[config.mk]
export PLATFORM = sky130hd
export DESIGN_NAME = sram_req_arbiter
export DESIGN_NICKNAME = d
export VERILOG_FILES = /design/src/rtl/sram_req_arbiter.sv
export SDC_FILE = /design/constraint.sdc
export NUM_CORES = 1
export LEC_CHECK = 0
export CAP_MARGIN = 20
export CORE_AREA = 10 10 99 101
export DETAILED_ROUTE_END_ITERATION = 10
export DIE_AREA = 0 0 109 111
export DONT_BUFFER_PORTS = 1
export PLACE_DENSITY_LB_ADDON = 0.08
export RECOVER_POWER = 25
export SYNTH_ARGS = -nofsm -noshare
export SYNTH_HDL_FRONTEND = slang
export SYNTH_SLANG_ARGS = --single-unit
[constraint.sdc]
create_clock -name clk -period 7.07 [get_ports clk]
set_clock_uncertainty 0.15 [all_clocks]
set_input_delay 1.0605 -clock clk [delete_from_list [all_inputs] [get_ports clk]]
set_output_delay 1.0605 -clock clk [all_outputs]
set_load 0.05 [all_outputs]
[src/rtl/sram_req_arbiter.sv]
// ---------------------------------------------------------------------------
// sram_req_arbiter
//
// Shares one SRAM-like bus between the IF-stage instruction port and the
// EXE-stage data port. It sits between the CPU pipeline and the AXI bridge.
// One request is granted per address handshake. Accepted transactions that
// are still waiting for data_ok are tracked in an in-order owner FIFO. Each
// bus_data_ok / bus_rdata is routed back to the port that issued the request.
//
// Parameters
//   OUTSTANDING_DEPTH  maximum number of accepted transactions still waiting
//                      for data_ok (power of 2, >= 2)
//
// Optional feature
//   SRAM_ARB_RR_EN     when defined, a tie between the ports is broken
//                      round-robin: the port that lost the last accepted
//                      handshake wins. When undefined, the data port always
//                      wins a tie and no priority register exists.
//
// Ports
//   clk, reset                 clock; synchronous active-high reset
//   inst_req/size/addr         instruction request (held until inst_addr_ok)
//   inst_addr_ok               instruction request accepted this cycle
//   inst_data_ok/rdata         instruction read data returned this cycle
//   data_req/wr/size/addr/     data request (held until data_addr_ok)
//   data_wdata
//   data_addr_ok               data request accepted this cycle
//   data_data_ok/rdata         load data valid / store complete this cycle
//   bus_req/wr/size/addr/      request towards the bridge, carrying the
//   bus_wdata                  fields of the granted port
//   bus_addr_ok                bridge accepted the bus request
//   bus_data_ok/rdata          bridge returns the oldest outstanding response
// ---------------------------------------------------------------------------
module sram_req_arbiter #(
  parameter int OUTSTANDING_DEPTH = 4
) (
  input  logic        clk,
  input  logic        reset,

  input  logic        inst_req,
  input  logic [1:0]  inst_size,
  input  logic [31:0] inst_addr,
  output logic        inst_addr_ok,
  output logic        inst_data_ok,
  output logic [31:0] inst_rdata,

  input  logic        data_req,
  input  logic        data_wr,
  input  logic [1:0]  data_size,
  input  logic [31:0] data_addr,
  input  logic [31:0] data_wdata,
  output logic        data_addr_ok,
  output logic        data_data_ok,
  output logic [31:0] data_rdata,

  output logic        bus_req,
  output logic        bus_wr,
  output logic [1:0]  bus_size,
  output logic [31:0] bus_addr,
  output logic [31:0] bus_wdata,
  input  logic        bus_addr_ok,
  input  logic        bus_data_ok,
  input  logic [31:0] bus_rdata
);

  localparam int PTR_W = $clog2(OUTSTANDING_DEPTH);
  localparam int CNT_W = PTR_W + 1;
  localparam logic [CNT_W-1:0] FULL_COUNT = CNT_W'(OUTSTANDING_DEPTH);

  // Owner of a bus transaction: which pipeline port issued it.
  typedef enum logic {
    OWNER_INST = 1'b0,
    OWNER_DATA = 1'b1
  } owner_e;

  // -------------------------------------------------------------------------
  // State
  // -------------------------------------------------------------------------
  logic [CNT_W-1:0]             count_q,      count_d;
  logic [PTR_W-1:0]             wr_ptr_q,     wr_ptr_d;
  logic [PTR_W-1:0]             rd_ptr_q,     rd_ptr_d;
  logic [OUTSTANDING_DEPTH-1:0] owner_q,      owner_d;
  logic                         lock_q,       lock_d;
  owner_e                       lock_owner_q, lock_owner_d;

  // -------------------------------------------------------------------------
  // Internal combinational signals
  // -------------------------------------------------------------------------
  logic   full;
  logic   any_req;
  owner_e grant_owner;
  logic   grant_data;
  logic   grant_inst;
  logic   push;
  logic   pop;
  owner_e head_owner;

  assign full     = (count_q == FULL_COUNT);
  assign any_req  = inst_req | data_req;

`ifdef SRAM_ARB_RR_EN
  // Preferred port on a tie; the port that lost the last accepted handshake.
  owner_e prio_q, prio_d;
`endif

  // -------------------------------------------------------------------------
  // Grant selection. While locked, the owner latched when the bridge stalled
  // keeps the bus so the request fields stay stable for the bridge, even if
  // the other port starts requesting in the meantime.
  // -------------------------------------------------------------------------
  always_comb begin
    grant_owner = OWNER_INST;
    if (lock_q) begin
      grant_owner = lock_owner_q;
    end else if (inst_req && data_req) begin
`ifdef SRAM_ARB_RR_EN
      grant_owner = prio_q;
`else
      grant_owner = OWNER_DATA;
`endif
    end else if (data_req) begin
      grant_owner = OWNER_DATA;
    end else begin
      grant_owner = OWNER_INST;
    end
  end

  assign grant_data = (grant_owner == OWNER_DATA);
  assign grant_inst = (grant_owner == OWNER_INST);

  // -------------------------------------------------------------------------
  // Bus request fields. Nothing is offered while the owner FIFO is full; a
  // pop in the full cycle only frees a slot for the following cycle. Idle
  // fields are forced to zero so the bridge never sees stale addresses.
  // -------------------------------------------------------------------------
  always_comb begin
    bus_req   = 1'b0;
    bus_wr    = 1'b0;
    bus_size  = 2'd0;
    bus_addr  = 32'd0;
    bus_wdata = 32'd0;
    if (!full && (lock_q || any_req)) begin
      bus_req = 1'b1;
      if (grant_data) begin
        bus_wr    = data_wr;
        bus_size  = data_size;
        bus_addr  = data_addr;
        bus_wdata = data_wdata;
      end else begin
        bus_size  = inst_size;
        bus_addr  = inst_addr;
      end
    end
  end

  assign push         = bus_req & bus_addr_ok;
  assign inst_addr_ok = push & grant_inst;
  assign data_addr_ok = push & grant_data;

  // -------------------------------------------------------------------------
  // Response routing. A data_ok with nothing outstanding is a bridge protocol
  // violation and is dropped without popping.
  // -------------------------------------------------------------------------
  assign head_owner   = owner_e'(owner_q[rd_ptr_q]);
  assign pop          = bus_data_ok & (count_q != '0);
  assign inst_data_ok = pop & (head_owner == OWNER_INST);
  assign data_data_ok = pop & (head_owner == OWNER_DATA);
  assign inst_rdata   = bus_rdata;
  assign data_rdata   = bus_rdata;

  // -------------------------------------------------------------------------
  // Next-state logic for the owner FIFO, outstanding count and the grant
  // lock. Pointers wrap naturally because the depth is a power of two. A
  // stall only ever happens when bus_req is high, and a lock can never meet
  // a full FIFO because the count only grows on a push, which clears it.
  // -------------------------------------------------------------------------
  always_comb begin
    owner_d      = owner_q;
    wr_ptr_d     = wr_ptr_q;
    rd_ptr_d     = rd_ptr_q;
    count_d      = count_q;
    lock_d       = bus_req & ~bus_addr_ok;
    lock_owner_d = lock_owner_q;

    if (bus_req && !bus_addr_ok) begin
      lock_owner_d = grant_owner;
    end

    if (push) begin
      owner_d[wr_ptr_q] = grant_data;
      wr_ptr_d          = wr_ptr_q + 1'b1;
    end

    if (pop) begin
      rd_ptr_d = rd_ptr_q + 1'b1;
    end

    if (push && !pop) begin
      count_d = count_q + 1'b1;
    end else if (pop && !push) begin
      count_d = count_q - 1'b1;
    end
  end

`ifdef SRAM_ARB_RR_EN
  // The port that was not granted at an accepted handshake is preferred at
  // the next tie.
  always_comb begin
    prio_d = prio_q;
    if (push) begin
      prio_d = grant_data ? OWNER_INST : OWNER_DATA;
    end
  end

  always_ff @(posedge clk) begin
    if (reset) begin
      prio_q <= OWNER_DATA;
    end else begin
      prio_q <= prio_d;
    end
  end
`endif

  // -------------------------------------------------------------------------
  // State registers. Reset drops every outstanding entry; the bridge is
  // reset in the same cycle so no stale response can arrive afterwards.
  // -------------------------------------------------------------------------
  always_ff @(posedge clk) begin
    if (reset) begin
      count_q      <= '0;
      wr_ptr_q     <= '0;
      rd_ptr_q     <= '0;
      owner_q      <= '0;
      lock_q       <= 1'b0;
      lock_owner_q <= OWNER_INST;
    end else begin
      count_q      <= count_d;
      wr_ptr_q     <= wr_ptr_d;
      rd_ptr_q     <= rd_ptr_d;
      owner_q      <= owner_d;
      lock_q       <= lock_d;
      lock_owner_q <= lock_owner_d;
    end
  end

endmodule
Yosys cells after proc, flatten, opt, wreduce, memory -nomap -nowiden
Index checks and enable logic that the tools add are counted.

storage, ports and cells
  bits in registers = 13
  bits of input ports = 139
  logic and storage cells = 57

operators by class
  $add $sub $neg = 4
  order comparisons = 3
  equality and inequality tests = 1
  mux-type cells = 19
  bitwise gates (word level) = 11
  reductions and logical operators = 13

operators by type and width
  operator             number
  $mux 32              4
  $mux 1               8
  $and 1x1->1          7
  $logic_and 1x1->1    6
  $lt 2x3->1 const B   2
  $mux 3               2
  $add 2x1->2 const B  2
  $bwmux 4             1
  $logic_not 1->1      4
  $mux 2               2
  $add 3x1->3 const B  1
  $eq 3x3->1 const B   1
  $not 1->1            3
  $reduce_bool 3->1    1
  $sub 3x1->3 const B  1
  $bmux 1 s2           1
  $demux 1 s2          1
  $ge 2x1->1 const B   1
  $reduce_bool 2->1    1
  $logic_or 1x1->1     1
  $or 1x1->1           1

Depth between registers and ports, before layout
  depth in word-level cells = 9
  gate-level depth with buffers = 9
  mapped depth without buffers = 8

Least setup slack after synthesis
OpenSTA, ideal clock, no wires.

  path kind = input port to output port
  from = input data_req
  to = output data_addr_ok
  data arrival time = 2.685 ns
  path slack = 3.175 ns
  cell stages on the path = 5
  path through = or3_1 -> clkbuf_1 -> nand2_1 -> buf_4 -> nor3_1

between the ends
  cells in the longest elaborated chain, start to end = 6

RTL lines
  what               line  text
  from (decl)        47    input logic data_req,
  $or 1x1->1         99    assign any_req = inst_req | data_req;
  $logic_or 1x1->1   142   if (!full && (lock_q || any_req)) begin
  $logic_and 1x1->1  142
  $mux 1             142
  $and 1x1->1        156   assign push = bus_req & bus_addr_ok;
  $and 1x1->1 *      158   assign data_addr_ok = push & grant_data;
  to (decl)          52    output logic data_addr_ok,

Mark *: on every way between the ends. The rest lies on a longest branch, timed or not.

Final worst setup path
  from = input data_req
  to = output bus_addr[25]

between the ends
  cells in the longest elaborated chain, start to end = 5

RTL lines
  what                                                line      text
  $mux 1 / $logic_and 1x1->1 (equally long branches)  121, 115
  $mux 1                                              115       end else if (inst_req && data_req) begin
  $mux 1                                              113       if (lock_q) begin
  $mux 32                                             144       if (grant_data) begin
  $mux 32 *                                           142
  to (decl)                                           59        output logic [31:0] bus_addr,

Marked as above.

==> results.md <==
- Part of the Yosys area used for sequential elements: 0.135
- Tightest Pin Transition: 1.51 ns
- Dpl hpwl: 6.42 mm
- Number of CTS-inserted buffers: 3
- Total number of vias: 1551
- Via density: roughly 4.8
- Clock latency on the worst-skew pair: 0.24 ns
- Syn_nets: 433
- Multi-input gate area: 1070 sq um
- CTS Root Cell: clkbuf_8
- RR Endpoint: owner_q[1]
- I/O Pins: 275
- Max frequency: 0.197 GHz
- Cells after synthesis: approximately 290
- Fillers: 930
- Synth area leader: buf_4
- TritonCTS clock tree: done
- Cell area after synthesis: 1920 sq um
- Area growth from synthesis to layout: -19.2%
- Worst rel slew slack: -0.0372
- Setup bufs post-CTS: 0
- Worst-case vdd ir drop: 0.0991 mV
- Req. time, crit path: 5.86 ns
- Flops & latches, synth: 13
- Total global routing overflow: 0
- Per-cell routed wire length: between 20 and 25 microns
- Vias in the first global route: 1813
- Clock sink count: 13
- First-pass DRT Iterations: 4
- Critical path fanouts, max: 21
- Avg Cell Area, Syn: between 6 and 7 sq um
- Leading cell types by count after synthesis: nand2_1, buf_4, a21oi_1, and2_1, dfxtp_1
- Drt drc: 0
- Worst Hold Path EP: owner_q[1]
- CP startpoint: data_req
- Worst R2R Path Depth: 4
- GRT Overall Usage: 0.115
- Synth Flop Type: dfxtp_1
- Tmin final: 5.08 ns
- Failing checks: max-capacitance violations, max-slew violations
- Hold Path Class: flop to flop
- CTS resizes: 0
- Worst Hold Launch: owner_q[1]
- Capturing element type of the critical path: primary output
- Chip Width: 109 microns
- Port buffer count: 0
- WP data arrival: 3.87 ns
- Routability cong.: 0.682
- Top-count cell post-synth: nand2_1
- Worst setup slack after layout: 1.99 ns
- Final hold vios: 0
- ANT cells: 0
- Ys Warns: 0
- Max cap viols: 1
- Post-Route WL: 7.47 mm
- 1st-iter DRT viols: 85
- Total negative slack: 0 ns
- Core area: 7970 sq um
- Crit start category: primary input
- Nets: 361
- Clk buf depth: 2
- Reg2reg setup slack: 4.15 ns
- Final Max Slew Viols: 22
- Worst-path clk slew: 0.06 ns
- Crit Path Class: primary input to primary output
- Hold-critical path depth: 2
- RSZ-0062 raised after global routing: no
- Power Density: 447 nW/um^2
- Worst slack at placement: 3.03 ns
- Largest net degree at the start of global routing: 36
- Share of cells above drive strength 1: 0.0605
- Outcome: finished with violations
- Top cell type's share of synthesized area: 0.261
- Register area: 260 sq um
- Synth area leaders: buf_4, nand2_1, dfxtp_1
- Min Hold Slack: 0.313 ns
- Die area: 12100 sq um
- Chip height: 111 microns
- Lkg Pwr: 0.000609 uW
- Final worst-path cycle share: 0.719
- Initial antenna violation count: 0
- Rows: 33
- Final setup violation count: 0
- Post-synth ARST share: 0
- Starting Density: 0.241
- EDFF count, synth: 0
- DRT antenna net count: 0
- FF-to-FF Start: lock_q
- CTS HTree Levels: 1
- First-pass GRT wire length: 11.0 mm
- Yosys cell types: 32
- CTS Hold Bufs: 0
metrics by stage:
| step | cells | area [sq um] | total power (uW) | util |
|---|---|---|---|---|
| floorplan | 288 | 1920 | 687 | - |
| global placement | 315 | 1520 | 640 | 0.191 |
| detailed placement | 316 | 1530 | 638 | 0.192 |
| CTS | 320 | 1570 | 710 | 0.197 |
| global route | 320 | 1560 | 743 | 0.195 |
| finish | 320 | 1560 | 695 | 0.195 |
worst max-delay path by stage:
stage                   end  cells after the start
2_1_floorplan  data_addr_ok                      5
3_3_place_gp   bus_addr[24]                      4
3_5_place_dp   bus_addr[24]                      4
4_1_cts        bus_addr[24]                      4
5_1_grt        bus_addr[17]                      4
6_report       bus_addr[25]                      4
cell usage in the layout (no fill, tap or decap), types with 3 or more instances in the layout:
cell	count
a21oi_1	38
a311oi_1	4
a41oi_1	3
and2_1	33
buf_4	4
clkbuf_8	3
dfxtp_1	13
ha_1	5
inv_1	5
nand2_1	70
nor2_1	5
nor3_1	3
nor3_2	3
o31ai_1	4
xor2_1	4
registers in the layout, summed over array words and instances, names as in the netlist:
register	count
owner_q	4
count_q	3
rd_ptr_q	2
wr_ptr_q	2
lock_owner_q	1
lock_q	1
cell type report:
type,count,area share
flip-flops and latches,13,0.167
well taps,105,0.0845
multi-input cells,188,0.685
inverters,5,0.0121
repair buffers,5,0.0217
clock buffers,4,0.0290
layer usage:
metal  track usage  up-vias  wire [microns]
li1              -      732               -
met4        0.0325        0              91
met2         0.210      132            3960
met5             0        -               0
met1         0.109      673            2330
met3        0.0547       14            1080
worst max-delay path, stage by stage:
cell and delay [ns]:
mux2i_1 1.08, clkbuf_1 0.75, nand2_1 0.12, a21oi_1 0.84
report_power, final:
group | switching, uW | leakage, uW | internal [uW]
Combinational | 431 | 0.000479 | 83.6
Clock | 28.8 | 0.0000228 | 39.9
Sequential | 22.0 | 0.000107 | 89.8
kinds of logic (layout without fill, tap and decap cells):
| family | Yosys count | after routing | synth area share |
|---|---|---|---|
| mux | 4 | 4 | 0.0280 |
| buf+inv | 87 | 14 | 0.313 |
| xor+xnor | 4 | 4 | 0.0182 |
| fa+ha+maj | 6 | 6 | 0.0429 |
| compound gates | 52 | 52 | 0.157 |
| flops | 13 | 13 | 0.135 |
| simple gates | 122 | 122 | 0.306 |
(Power assumes the default switching activity.)
